`src/rtl/dragon_hit_detect.sv`:
```
// ============================================================================
// dragon_hit_detect : bullet/player collision arbiter and BCD kill score
// Revision 1.0
// ============================================================================
`default_nettype none

module dragon_hit_detect #(
  parameter int unsigned DRAGON_W = 40,
  parameter int unsigned DRAGON_H = 30,
  parameter int unsigned BULLET_W = 4,
  parameter int unsigned BULLET_H = 4,
  parameter int unsigned PLAYER_W = 32,
  parameter int unsigned PLAYER_H = 32,
  parameter int unsigned HOLD_MAX = 8
) (
  input  logic        clk_22,
  input  logic        rst,
  input  logic        pause,
  input  logic [9:0]  d_x,
  input  logic [9:0]  d_y,
  input  logic        show_valid,
  input  logic [9:0]  b_x,
  input  logic [9:0]  b_y,
  input  logic        b_valid,
  input  logic [9:0]  p_x,
  input  logic [9:0]  p_y,
  output logic        life_state,
  output logic        bullet_hit,
  output logic        player_hit,
  output logic [15:0] score,
  output logic        ack_err
);

  localparam int unsigned CNT_W = (HOLD_MAX > 1) ? $clog2(HOLD_MAX) : 1;

  localparam logic [10:0]      c_DRAGON_W = 11'(DRAGON_W);
  localparam logic [10:0]      c_DRAGON_H = 11'(DRAGON_H);
  localparam logic [10:0]      c_BULLET_W = 11'(BULLET_W);
  localparam logic [10:0]      c_BULLET_H = 11'(BULLET_H);
  localparam logic [10:0]      c_PLAYER_W = 11'(PLAYER_W);
  localparam logic [10:0]      c_PLAYER_H = 11'(PLAYER_H);
  localparam logic [CNT_W-1:0] c_HOLD_LAST = CNT_W'(HOLD_MAX - 1);

  typedef enum logic [1:0] {
    ARMED     = 2'd0,
    KILL      = 2'd1,
    WAIT_BACK = 2'd2
  } state_t;

  state_t             r_state, w_state_nxt;
  logic [CNT_W-1:0]   r_hold, w_hold_nxt;
  logic               r_life, r_bhit, r_phit, r_err;
  logic [15:0]        r_score;
  logic               w_bhit_nxt, w_phit_nxt, w_err_nxt;
  logic [15:0]        w_score_nxt;

  // Strict comparisons so that edge-touching boxes never count as overlap.
  function automatic logic overlap(
    input logic [9:0]  ax, input logic [9:0] ay, input logic [10:0] aw, input logic [10:0] ah,
    input logic [9:0]  bx, input logic [9:0] by, input logic [10:0] bw, input logic [10:0] bh
  );
    return ({1'b0, ax} < ({1'b0, bx} + bw)) && ({1'b0, bx} < ({1'b0, ax} + aw)) &&
           ({1'b0, ay} < ({1'b0, by} + bh)) && ({1'b0, by} < ({1'b0, ay} + ah));
  endfunction

  function automatic logic [15:0] bcd_inc(input logic [15:0] v);
    logic [15:0] res;
    logic        carry;
    res   = v;
    carry = 1'b1;
    if (v == 16'h9999) return v;
    for (int i = 0; i < 4; i++) begin
      if (carry) begin
        if (res[i*4 +: 4] == 4'd9) begin
          res[i*4 +: 4] = 4'd0;
        end else begin
          res[i*4 +: 4] = res[i*4 +: 4] + 4'd1;
          carry         = 1'b0;
        end
      end
    end
    return res;
  endfunction

  logic w_hit_b, w_hit_p;

  assign w_hit_b = show_valid & b_valid &
                   overlap(d_x, d_y, c_DRAGON_W, c_DRAGON_H, b_x, b_y, c_BULLET_W, c_BULLET_H);
  assign w_hit_p = show_valid &
                   overlap(d_x, d_y, c_DRAGON_W, c_DRAGON_H, p_x, p_y, c_PLAYER_W, c_PLAYER_H);

  always_comb begin
    w_state_nxt = r_state;
    w_hold_nxt  = r_hold;
    w_bhit_nxt  = 1'b0;
    w_phit_nxt  = 1'b0;
    w_err_nxt   = r_err;
    w_score_nxt = r_score;
    case (r_state)
      ARMED: begin
        if (!pause && (w_hit_b || w_hit_p)) begin
          w_state_nxt = KILL;
          w_hold_nxt  = '0;
          w_bhit_nxt  = w_hit_b;
          w_phit_nxt  = w_hit_p;
          if (w_hit_b) w_score_nxt = bcd_inc(r_score);
        end
      end
      KILL: begin
        // Acknowledge takes priority over the timeout on the same cycle.
        if (!show_valid) begin
          w_state_nxt = WAIT_BACK;
        end else if (r_hold == c_HOLD_LAST) begin
          w_state_nxt = WAIT_BACK;
          w_err_nxt   = 1'b1;
        end else begin
          w_hold_nxt = r_hold + 1'b1;
        end
      end
      WAIT_BACK: begin
        if (show_valid) w_state_nxt = ARMED;
      end
      default: w_state_nxt = ARMED;
    endcase
  end

  always_ff @(posedge clk_22 or negedge rst) begin
    if (!rst) begin
      r_state <= ARMED;
      r_hold  <= '0;
      r_life  <= 1'b0;
      r_bhit  <= 1'b0;
      r_phit  <= 1'b0;
      r_err   <= 1'b0;
      r_score <= 16'h0000;
    end else begin
      r_state <= w_state_nxt;
      r_hold  <= w_hold_nxt;
      r_life  <= (w_state_nxt == KILL);
      r_bhit  <= w_bhit_nxt;
      r_phit  <= w_phit_nxt;
      r_err   <= w_err_nxt;
      r_score <= w_score_nxt;
    end
  end

  assign life_state = r_life;
  assign bullet_hit = r_bhit;
  assign player_hit = r_phit;
  assign score      = r_score;
  assign ack_err    = r_err;

endmodule

`default_nettype wire
```
`config.mk`:
```
export PLATFORM = sky130hd
export DESIGN_NAME = dragon_hit_detect
export DESIGN_NICKNAME = d
export VERILOG_FILES = /design/src/rtl/dragon_hit_detect.sv
export SDC_FILE = /design/constraint.sdc
export NUM_CORES = 1
export LEC_CHECK = 0
export BUFFER_PORTS_ARGS = -buffer_cell sky130_fd_sc_hd__clkbuf_2
export CORE_AREA = 4 4 84 86
export CTS_CLUSTER_DIAMETER = 120
export DETAILED_ROUTE_END_ITERATION = 6
export DIE_AREA = 0 0 88 90
export GPL_ROUTABILITY_DRIVEN = 0
export GPL_TIMING_DRIVEN = 0
export PLACE_DENSITY = 0.91
export SLEW_MARGIN = 10
export SYNTH_ARGS = -nofsm -noshare
export SYNTH_HDL_FRONTEND = slang
export SYNTH_SLANG_ARGS = --single-unit
export TNS_END_PERCENT = 50
```
`constraint.sdc`:
```
create_clock -name clk_22 -period 4.62 [get_ports clk_22]
set_input_delay 0.231 -clock clk_22 [delete_from_list [all_inputs] [get_ports clk_22]]
set_output_delay 0.231 -clock clk_22 [all_outputs]
set_load 0.03 [all_outputs]
```
==> results.md, run 1 <==
* Critical-path top delay cell: or4_1
* Row count at 29
* P_leak at 2.168 nW
* Final Hold Viols at 0
* I/O pin count at 85
* Worst Max-Slew Pin Slew at 0.6355 ns
* Switching power of the nets at 0.3585 mW
* Root buf cell: clkbuf_8
* Internal power at 0.4859 mW
* Rel. slew slack at 57.63%
* Average wire per standard cell at 15.44 um
* Die Area at 7920 um^2
* R2R cell count at 7
* Levels on crit path at 13
* TritonRoute pass-1 iters at 4
* Layout net count at 641
* Synth top area share at 26.60%
* Switching Fraction at 42.46%
* Status: completed
* Final Cell Area at 4242 um^2
* GRT overflow at 0
* Largest area contributor in the netlist: ha_1
* Initial Utilization at 58.44%
* GRT Total Usage at 22.43%
* Combinational power share at 51.7%
* R2r startpoint: score[2]
* Reg power frac at 32.8%
* Worst Skew at 0.008333 ns
* Crit-path leading delay family: compound AO/OA/AOI/OAI gates
* Num CTS Buffers at 3
* Seq/Total Area, Yosys at 17.05%
* Dominant synthesized flop cell: dfrtp_1
* Final setup fails at 0
* Syn Inst Count at 408
* CP Data Required Time at 4.78 ns
* Post-synth EDFFs at 0
* IR Drop Worst-Case VDD at 159.4 uV
* HPWL Detailed at 7491 um
* Diodes inserted at 0
* Number of register bits inferred by synthesis at 25
* Crit path kind: input pin to flip-flop
* Post-CTS Resized at 0
* Placement Cell Area at 4185 um^2
* Area contributors post-synth: ha_1 (27%), dfrtp_1 (17%), xor2_1 (5.7%)
* First-pass GRT wire length at 14940 um
* Setup TNS at 0 ns
* Initial antenna violation count at 0
* Share of cells above drive strength 1 at 22.13%
* Unique masters post-synth at 61
* I/O Buffers at 84
* Largest net degree at the start of global routing at 26
* Syn Area/Cell at 8.991 um^2
* Clock sink count at 25
* Horiz. Die Dim at 88 um
* DRC viols at 0
* Clk buf depth at 2
* Most common cell on crit path: ha_1
* # fillers at 496
* Vias in the first global route at 3469
* Pins over their slew limit at 0
* Clock latency on the worst-skew pair at 0.27 ns
* Tcrit/Tclk final at 68.31%
* Worst setup path end: score[11]
* Via count of the routed design at 3427
* CP cell instances: clkbuf_2, inv_1, ha_1, nor3b_1, xor2_1, ha_1, a21o_1, a21oi_1, o21ai_1, a41oi_1, o22ai_2, or4_1, a211o_1
* H-tree Lvls at 1
* CP startpoint: d_y[1]
* Most common cell after layout, fill and taps aside: clkbuf_2
* Ys async rst share at 100.0%
* CTS tree: built
* Max-cap violations at 0
* Reg2reg setup slack at 2.17 ns
* Worst Setup End Kind: flip-flop
* CP peak stage delay at 0.56 ns
* Crit path buf inv count at 2
* Drt initial violations at 117
* Min Tclk post-route at 3.156 ns
* Drt total wl at 8864 um
* R2R Path End: score[11]
* Area grow syn2layout at 15.62%
* Final ANT Viol Nets at 0
* Yosys warnings at 0
* F_max at 316.9 MHz
* Power Density at 199.1 nW/um^2
* Hold Path Class: input pin to flip-flop
* Critical Path AT at 3.31 ns
* Crit-path max FO at 7
* Clock share of power at 15.5%
* Hold slack at 0.2115 ns
* Vias/cell at 5.970
* Chip height at 90 um
* Most frequent cells in the layout: clkbuf_2 (84), ha_1 (78), inv_1 (34)
* Core area at 6277 um^2
* Net Count, Synth at 551
* Synth Cell Area at 3669 um^2
* Clock transition at path regs at 0.08 ns
* RSZ-0062 raised after global routing: false
* Startpoint Class: input pin
-- logic make-up after synthesis --
logic type,Yosys count,share of synthesized area [%]
AOI/OAI and AO/OA,82,17.29
xor gates and xnor gates,38,9.072
adders and majority gates,79,26.88
buffers and inverters,37,4.297
DFF,25,17.05
muxes,8,2.353
and+or+nand+nor,139,23.06
-- stage by stage --
stage	cells	worst slack (ns)	total power, mW	utilization (%)
after floorplan	408	1.767	0.5704	-
after global placement	569	1.297	0.6900	66.67
after detailed placement	569	1.194	0.7148	66.67
after CTS	574	1.475	0.8462	67.57
after global routing	574	1.288	0.9107	67.57
final	574	1.464	0.8445	67.57
-- cell type report --
class                   count  area (um^2)  share of cell area [%]
plain buffers               3        30.03                  0.7080
clock inverters             1        5.005                  0.1180
multi-input cells         346         2885                   68.02
repair buffers             85        430.4                   10.15
flip-flops and latches     25        625.6                   14.75
clock buffers               3        41.29                  0.9735
well taps                  77        96.34                   2.271
inverters                  34        127.6                   3.009
-- how the worst min path moves through the flow --
stage / from / end / slack, ns / cells past startpoint
final: show_valid / r_state[1] / 0.21 / 2
after global routing: show_valid / r_state[1] / 0.22 / 2
after CTS: show_valid / r_state[1] / 0.21 / 2
after detailed placement: rst / bullet_hit / 0.27 / 1
after global placement: rst / bullet_hit / 0.27 / 1
after floorplan: rst / ack_err / -0.06 / 0
-- Yosys cell counts (all sizes together), types with 6 or more instances --
master,instances
nor4,8
inv,34
nor3,9
nand3,22
a211oi,6
nor2b,7
and3,9
xnor2,14
a21o,13
nand4,14
nand2b,10
ha,78
dfrtp,25
nor2,13
xor2,24
a21oi,17
nand2,25
o21ai,14
-- routing by layer --
metal | track usage, % | wire, um | vias up
met3 | 2.102 | 336 | 10
li1 | - | - | 1709
met4 | 4.987 | 110 | 0
met1 | 28.63 | 3901 | 1633
met5 | 0 | 0 | -
met2 | 40.08 | 4516 | 75
-- what timing repair did --
item / 4_1_cts / 5_1_grt
buffers inserted: 0 / 0
hold endpoints to repair: 25 / 0
hold buffers: 1 / 0
-- power groups by stage --
stage / sequential, mW / clock [mW] / combinational [mW]
3_5_place_dp: 0.280 / 0 / 0.435
6_report: 0.277 / 0.131 / 0.437
3_3_place_gp: 0.277 / 0 / 0.413
4_1_cts: 0.276 / 0.133 / 0.438
2_1_floorplan: 0.308 / 0 / 0.262
5_1_grt: 0.280 / 0.144 / 0.486
-- sequential cells by signal, indices dropped and copies added (netlist names) --
signal      flops
r_state         2
ack_err         1
life_state      1
score          16
bullet_hit      1
player_hit      1
r_hold          3
(Power assumes the default switching activity.)
==> run 2: changes to the inputs <==
- ABC_AREA: unset -> 1
- CORE_AREA: 4 4 84 86 -> 4 4 89 91
- DIE_AREA: 0 0 88 90 -> 0 0 93 95
- PLACE_DENSITY: 0.91 -> 0.86
- clock period: 4.62 -> 3.1 ns (I/O delays scaled with it)
==> results.md, run 2 <==
* Status: completed
* Final ANT Viol Nets at 0
* Horiz. Die Dim at 93 um
* Post-synth EDFFs at 0
* Hold Path Class: input pin to flip-flop
* Vias/cell at 5.168
* Largest net degree at the start of global routing at 26
* Clock transition at path regs at 0.09 ns
* CP startpoint: b_y[2]
* Synth Area in Adders at 25.26%
* DRC viols at 0
* R2r startpoint: r_hold[0]
* Core area at 7137 um^2
* P_leak at 2.494 nW
* Setup TNS at 0 ns
* Non-filler cells, final at 737
* XOR/XNOR Fraction of Synth Area at 7.707%
* Seq/Total Area, Yosys at 16.19%
* Number of register bits inferred by synthesis at 25
* Area contributors post-synth: ha_1 (25%), dfrtp_1 (16%), nand2_1 (12%)
* Most frequent cells in the layout: nand2_1 (121), clkbuf_2 (84), ha_1 (78)
* # fillers at 662
* TritonRoute pass-1 iters at 4
* CTS hold repair buffers at 1
* Max-cap violations at 0
* Max FFs per register at 16
* Ys async rst share at 100.0%
* Synth top area share at 25.26%
* Clock latency on the worst-skew pair at 0.27 ns
* Via count of the routed design at 3809
* WL met2 at 4452 um
* Rel. slew slack at 58.78%
* Net Count, Synth at 692
* Worst Skew at 0.001436 ns
* Post-synthesis mux area share at 0%
* Min Tclk post-route at 2.282 ns
* Drt initial violations at 145
* Drt total wl at 8873 um
* Startpoint Class: input pin
* Most instantiated cells after synthesis: nand2_1 (121), ha_1 (78), inv_1 (72)
* CP Data Required Time at 3.27 ns
* Row count at 31
* GRT Total Usage at 20.73%
* Clk buf depth at 2
* Die Area at 8835 um^2
* Placed Cells incl. Taps at 732
* Count leader, synth: nand2_1
* Dominant synthesized flop cell: dfrtp_1
* Layout net count at 782
* Tcrit/Tclk final at 73.61%
* Pins over their slew limit at 0
* Critical Path AT at 2.46 ns
* Diodes inserted at 0
* Largest area contributor in the netlist: ha_1
* I/O Buffers at 84
* Share of cells above drive strength 1 at 19.44%
* Synth Cell Area at 3864 um^2
* Met3 wire length at 342 um
* Simple-gate share of the synthesized area at 34.39%
* Compound-cell area share of the yosys netlist at 8.970%
* Initial Utilization at 54.14%
* I/O pin count at 85
* Min-delay src: pause
* Most common cell after layout, fill and taps aside: nand2_1
* Area grow syn2layout at 15.61%
* Root buf cell: clkbuf_8
* Initial antenna violation count at 0
* Worst Max-Slew Pin Slew at 0.6182 ns
* HPWL Detailed at 7668 um
* Num CTS Buffers at 3
* H-tree Lvls at 1
* Syn Inst Count at 549
* Crit path kind: input pin to flip-flop
* Setup bufs post-CTS at 0
* Vias in the first global route at 3678
* CTS tree: built
* Syn Area/Cell at 7.038 um^2
* Average wire per standard cell at 12.04 um
* Worst Setup End Kind: flip-flop
* Final Hold Viols at 0
* Clock sink count at 25
* F_max at 438.2 MHz
* Chip height at 95 um
* Crit-path max FO at 7
* Post-CTS Resized at 0
* Unique masters post-synth at 35
* Final setup fails at 0
* Wl on met1 at 4007 um
* Largest family of logic cells by synthesized area: simple AND/OR/NAND/NOR gates
* Highest routed layer: met4
* First-pass GRT wire length at 15490 um
* Yosys warnings at 0
* Power Density at 255.7 nW/um^2
* RSZ-0062 raised after global routing: false
* IR Drop Worst-Case VDD at 204.9 uV
* GRT overflow at 0
-- run 2: final cells by class --
class                           instances  area, um^2  share of cell area (%)
Inverter                               77       289.0                   6.471
Timing Repair Buffer                   85       430.4                   9.636
Multi-Input combinational cell        447        2949                   66.02
Sequential cell                        25       625.6                   14.01
Clock buffer                            3       41.29                  0.9244
Tap cell                               99       123.9                   2.773
Clock inverter                          1       7.507                  0.1681
-- run 2: cell families after synthesis --
family	count (synthesis)
AOI/OAI and AO/OA	61
adders and majority gates	78
DFF	25
xor gates and xnor gates	34
buffers and inverters	77
and+or+nand+nor	274
-- run 2: path summary, 6_finish.rpt --
kind / end / slack [ns] / depth (start not counted)
hold / removal: score[9] / 0.18 / 4
hold reg to reg: ack_err / 0.48 / 1
setup reg to reg: r_hold[0] / 1.02 / 6
min in group asynchronous: score[14] / 0.42 / 2
max in group asynchronous: score[12] / 2.27 / 2
setup / recovery: score[14] / 0.82 / 18
-- run 2: power by group --
group | switching (mW) | internal, mW | leakage [nW]
registers | 0.0228 | 0.348 | 0.341
clock network | 0.110 | 0.0913 | 0.0217
logic | 0.348 | 0.222 | 2.13
-- run 2: per-stage QoR --
stage	total power, mW	util [%]	area [um^2]	hold slack, ns	worst slack [ns]
floorplan	0.7639	-	3864	-0.1406	0.8934
global placement	0.9172	61.76	4408	0.1932	0.5668
detailed placement	0.9467	61.76	4408	0.1997	0.5294
CTS	1.150	62.59	4467	0.1646	0.8188
global route	1.254	62.59	4467	0.1942	0.6352
finish	1.142	62.59	4467	0.1785	0.8182
-- run 2: critical path, stage by stage --
cell and delay [ns]:
clkbuf_2 0.13, ha_1 0.20, nand2_2 0.08, nor2_4 0.13, nand3_1 0.10, xor2_1 0.16, ha_1 0.29, a21oi_1 0.13
nand3b_1 0.11, nand2_1 0.06, nor2_2 0.11, nand2_2 0.11, nor2_8 0.18, nand3_4 0.13, nor2_4 0.14, nand3_2 0.11
nand2_1 0.08, nand2_1 0.05
-- run 2: routing by layer --
metal / GRT usage (%) / vias to the layer above
li1: - / 2002
met1: 26.54 / 1722
met2: 38.09 / 75
met3: 2.709 / 10
met4: 2.686 / 0
met5: 0 / -
==> run 3: changes to the inputs <==
- ABC_AREA: 1 -> 0
- CORE_AREA: 4 4 89 91 -> 4 4 86 88
- DIE_AREA: 0 0 93 95 -> 0 0 90 92
- PLACE_DENSITY: 0.86 -> 0.88
- clock period: 3.1 -> 2.34 ns (I/O delays scaled with it)
==> results.md, run 3 (synthesis gave the netlist of run 1 again) <==
* Switching power of the nets at 0.8521 mW
* HPWL Detailed at 7583 um
* Final setup fails at 21
* CTS tree: built
* Final Util at 75.57%
* Share of cells above drive strength 1 at 36.26%
* IR Drop Worst-Case VDD at 450.2 uV
* Hold Path Stages at 2
* GRT overflow at 0
* Combinational power share at 58.4%
* I/O Buffers at 84
* Startpoint Class: input pin
* Final ANT Viol Nets at 0
* TritonRoute pass-1 iters at 4
* Final WS setup at -0.3450 ns
* Crit path kind: input pin to flip-flop
* Most frequent cells in the layout: clkbuf_2 (78), ha_1 (72), inv_1 (32)
* R2R cell count at 7
* Clk buf depth at 2
* Clock latency on the worst-skew pair at 0.27 ns
* H-tree Lvls at 1
* Worst Setup End Kind: flip-flop
* Final Hold Viols at 0
* Largest net degree at the start of global routing at 26
* Worst Max-Slew Pin Slew at 0.6201 ns
* Die Area at 8280 um^2
* Most common cell after layout, fill and taps aside: clkbuf_2
* Drt initial violations at 142
* Post-Place Setup Slack at -0.8258 ns
* DRC viols at 0
* Critical Path AT at 2.84 ns
* Rel. slew slack at 58.08%
* Setup TNS at -4.296 ns
* RSZ-0062 raised after global routing: true
* Tcrit/Tclk final at 114.7%
* Horiz. Die Dim at 90 um
* Initial Utilization at 55.22%
* Non-filler cells, final at 604
* Reg power frac at 28.3%
* Initial antenna violation count at 0
* Average wire per standard cell at 18.30 um
* Drt total wl at 11060 um
* GRT Total Usage at 24.73%
* Via count of the routed design at 3745
* First-pass GRT wire length at 17240 um
* Switching Fraction at 43.80%
* Max FFs per register at 16
* Chip height at 92 um
* Clock sink count at 25
* Worst Skew at 0.004317 ns
* Root buf cell: clkbuf_8
* Clock transition at path regs at 0.08 ns
* Status: finished with violations
* Hold Path Class: input pin to flip-flop
* Crit-path max FO at 5
* Row count at 30
* Max-cap violations at 0
* Diodes inserted at 0
* CP Data Required Time at 2.50 ns
* Num CTS Buffers at 3
* Design Power at 1.945 mW
* Internal power at 1.093 mW
* Power Density at 387.4 nW/um^2
* Area grow syn2layout at 36.87%
* Clock share of power at 13.3%
* Layout net count at 668
* P_leak at 2.458 nW
* Core area at 6644 um^2
* Failing checks: negative setup slack
* Vias/cell at 6.200
* F_max at 372.4 MHz
* Vias in the first global route at 3805
* I/O pin count at 85
* Min Tclk post-route at 2.685 ns
* Pins over their slew limit at 0
* Placed Cells incl. Taps at 572
[run 3: cell count changes in the layout (fill, tap and decap cells not counted), moves of 9 or more]
cell | before | now
a21o_1 | 4 | 13
a21oi_1 | 25 | 10
buf_4 | 0 | 21
inv_1 | 72 | 32
nand2_1 | 121 | 23
nand2b_1 | 0 | 9
nand3_1 | 41 | 20
nor2_1 | 50 | 13
[run 3: layout make-up]
type / count / area [um^2]
plain buffers: 3 / 37.54
repair buffers: 112 / 754.5
flip-flops and latches: 25 / 625.6
clock buffers: 4 / 45.04
inverters: 34 / 132.6
well taps: 80 / 100.1
fillers: 428 / 1623
multi-input cells: 346 / 3326
[run 3: metal layers]
layer  part of all wire (%)  vias up  wire (um)  track usage (%)
met3                    4.3       31        477            3.281
li1                       -     1762          -                -
met5                      0        -          0                0
met4                    2.8        0        306            10.46
met2                     53      133       5819            45.30
met1                     40     1819       4453            28.85
[run 3: stage by stage]
stage,cell area (um^2),hold WS [ns]
4_1_cts,4782,0.08626
6_report,5021,0.09096
3_3_place_gp,4250,0.1520
2_1_floorplan,3730,-0.1786
5_1_grt,5021,0.08764
3_5_place_dp,4250,0.1602
[run 3: path summary, 6_finish.rpt]
path	from	endpoint	slack, ns
worst max register to register	score[3]	score[11]	-0.33
min in group asynchronous	rst	score[3]	0.38
worst min-delay path	show_valid	r_state[1]	0.09
worst max-delay path	d_y[2]	score[11]	-0.35
worst min register to register	ack_err	ack_err	0.47
max in group asynchronous	rst	ack_err	1.55
[run 3: timing repair]
action	4_1_cts	5_1_grt
endpoints found under the hold margin	25	0
setup buffers	22	3
gates resized for setup	49	37
cloned	1	1
pin swaps	30	26
hold buffers	1	0
endpoints found under the setup margin	21	22
[run 3: power by group through the flow]
stage	Combinational [mW]	Sequential (mW)	Clock, mW
5_1_grt	1.24	0.557	0.283
3_5_place_dp	0.884	0.552	0
6_report	1.14	0.550	0.258
3_3_place_gp	0.839	0.548	0
2_1_floorplan	0.537	0.610	0
4_1_cts	1.02	0.544	0.258
[run 3: critical path, cell delays in order]
cell     delay, ns
buf_8         0.11
inv_4         0.05
ha_4          0.13
nor3b_4       0.26
xor2_2        0.27
ha_4          0.26
a21o_1        0.18
a21oi_2       0.11
o21ai_1       0.09
a41oi_2       0.27
o22ai_4       0.14
or4_4         0.55
a211o_1       0.30
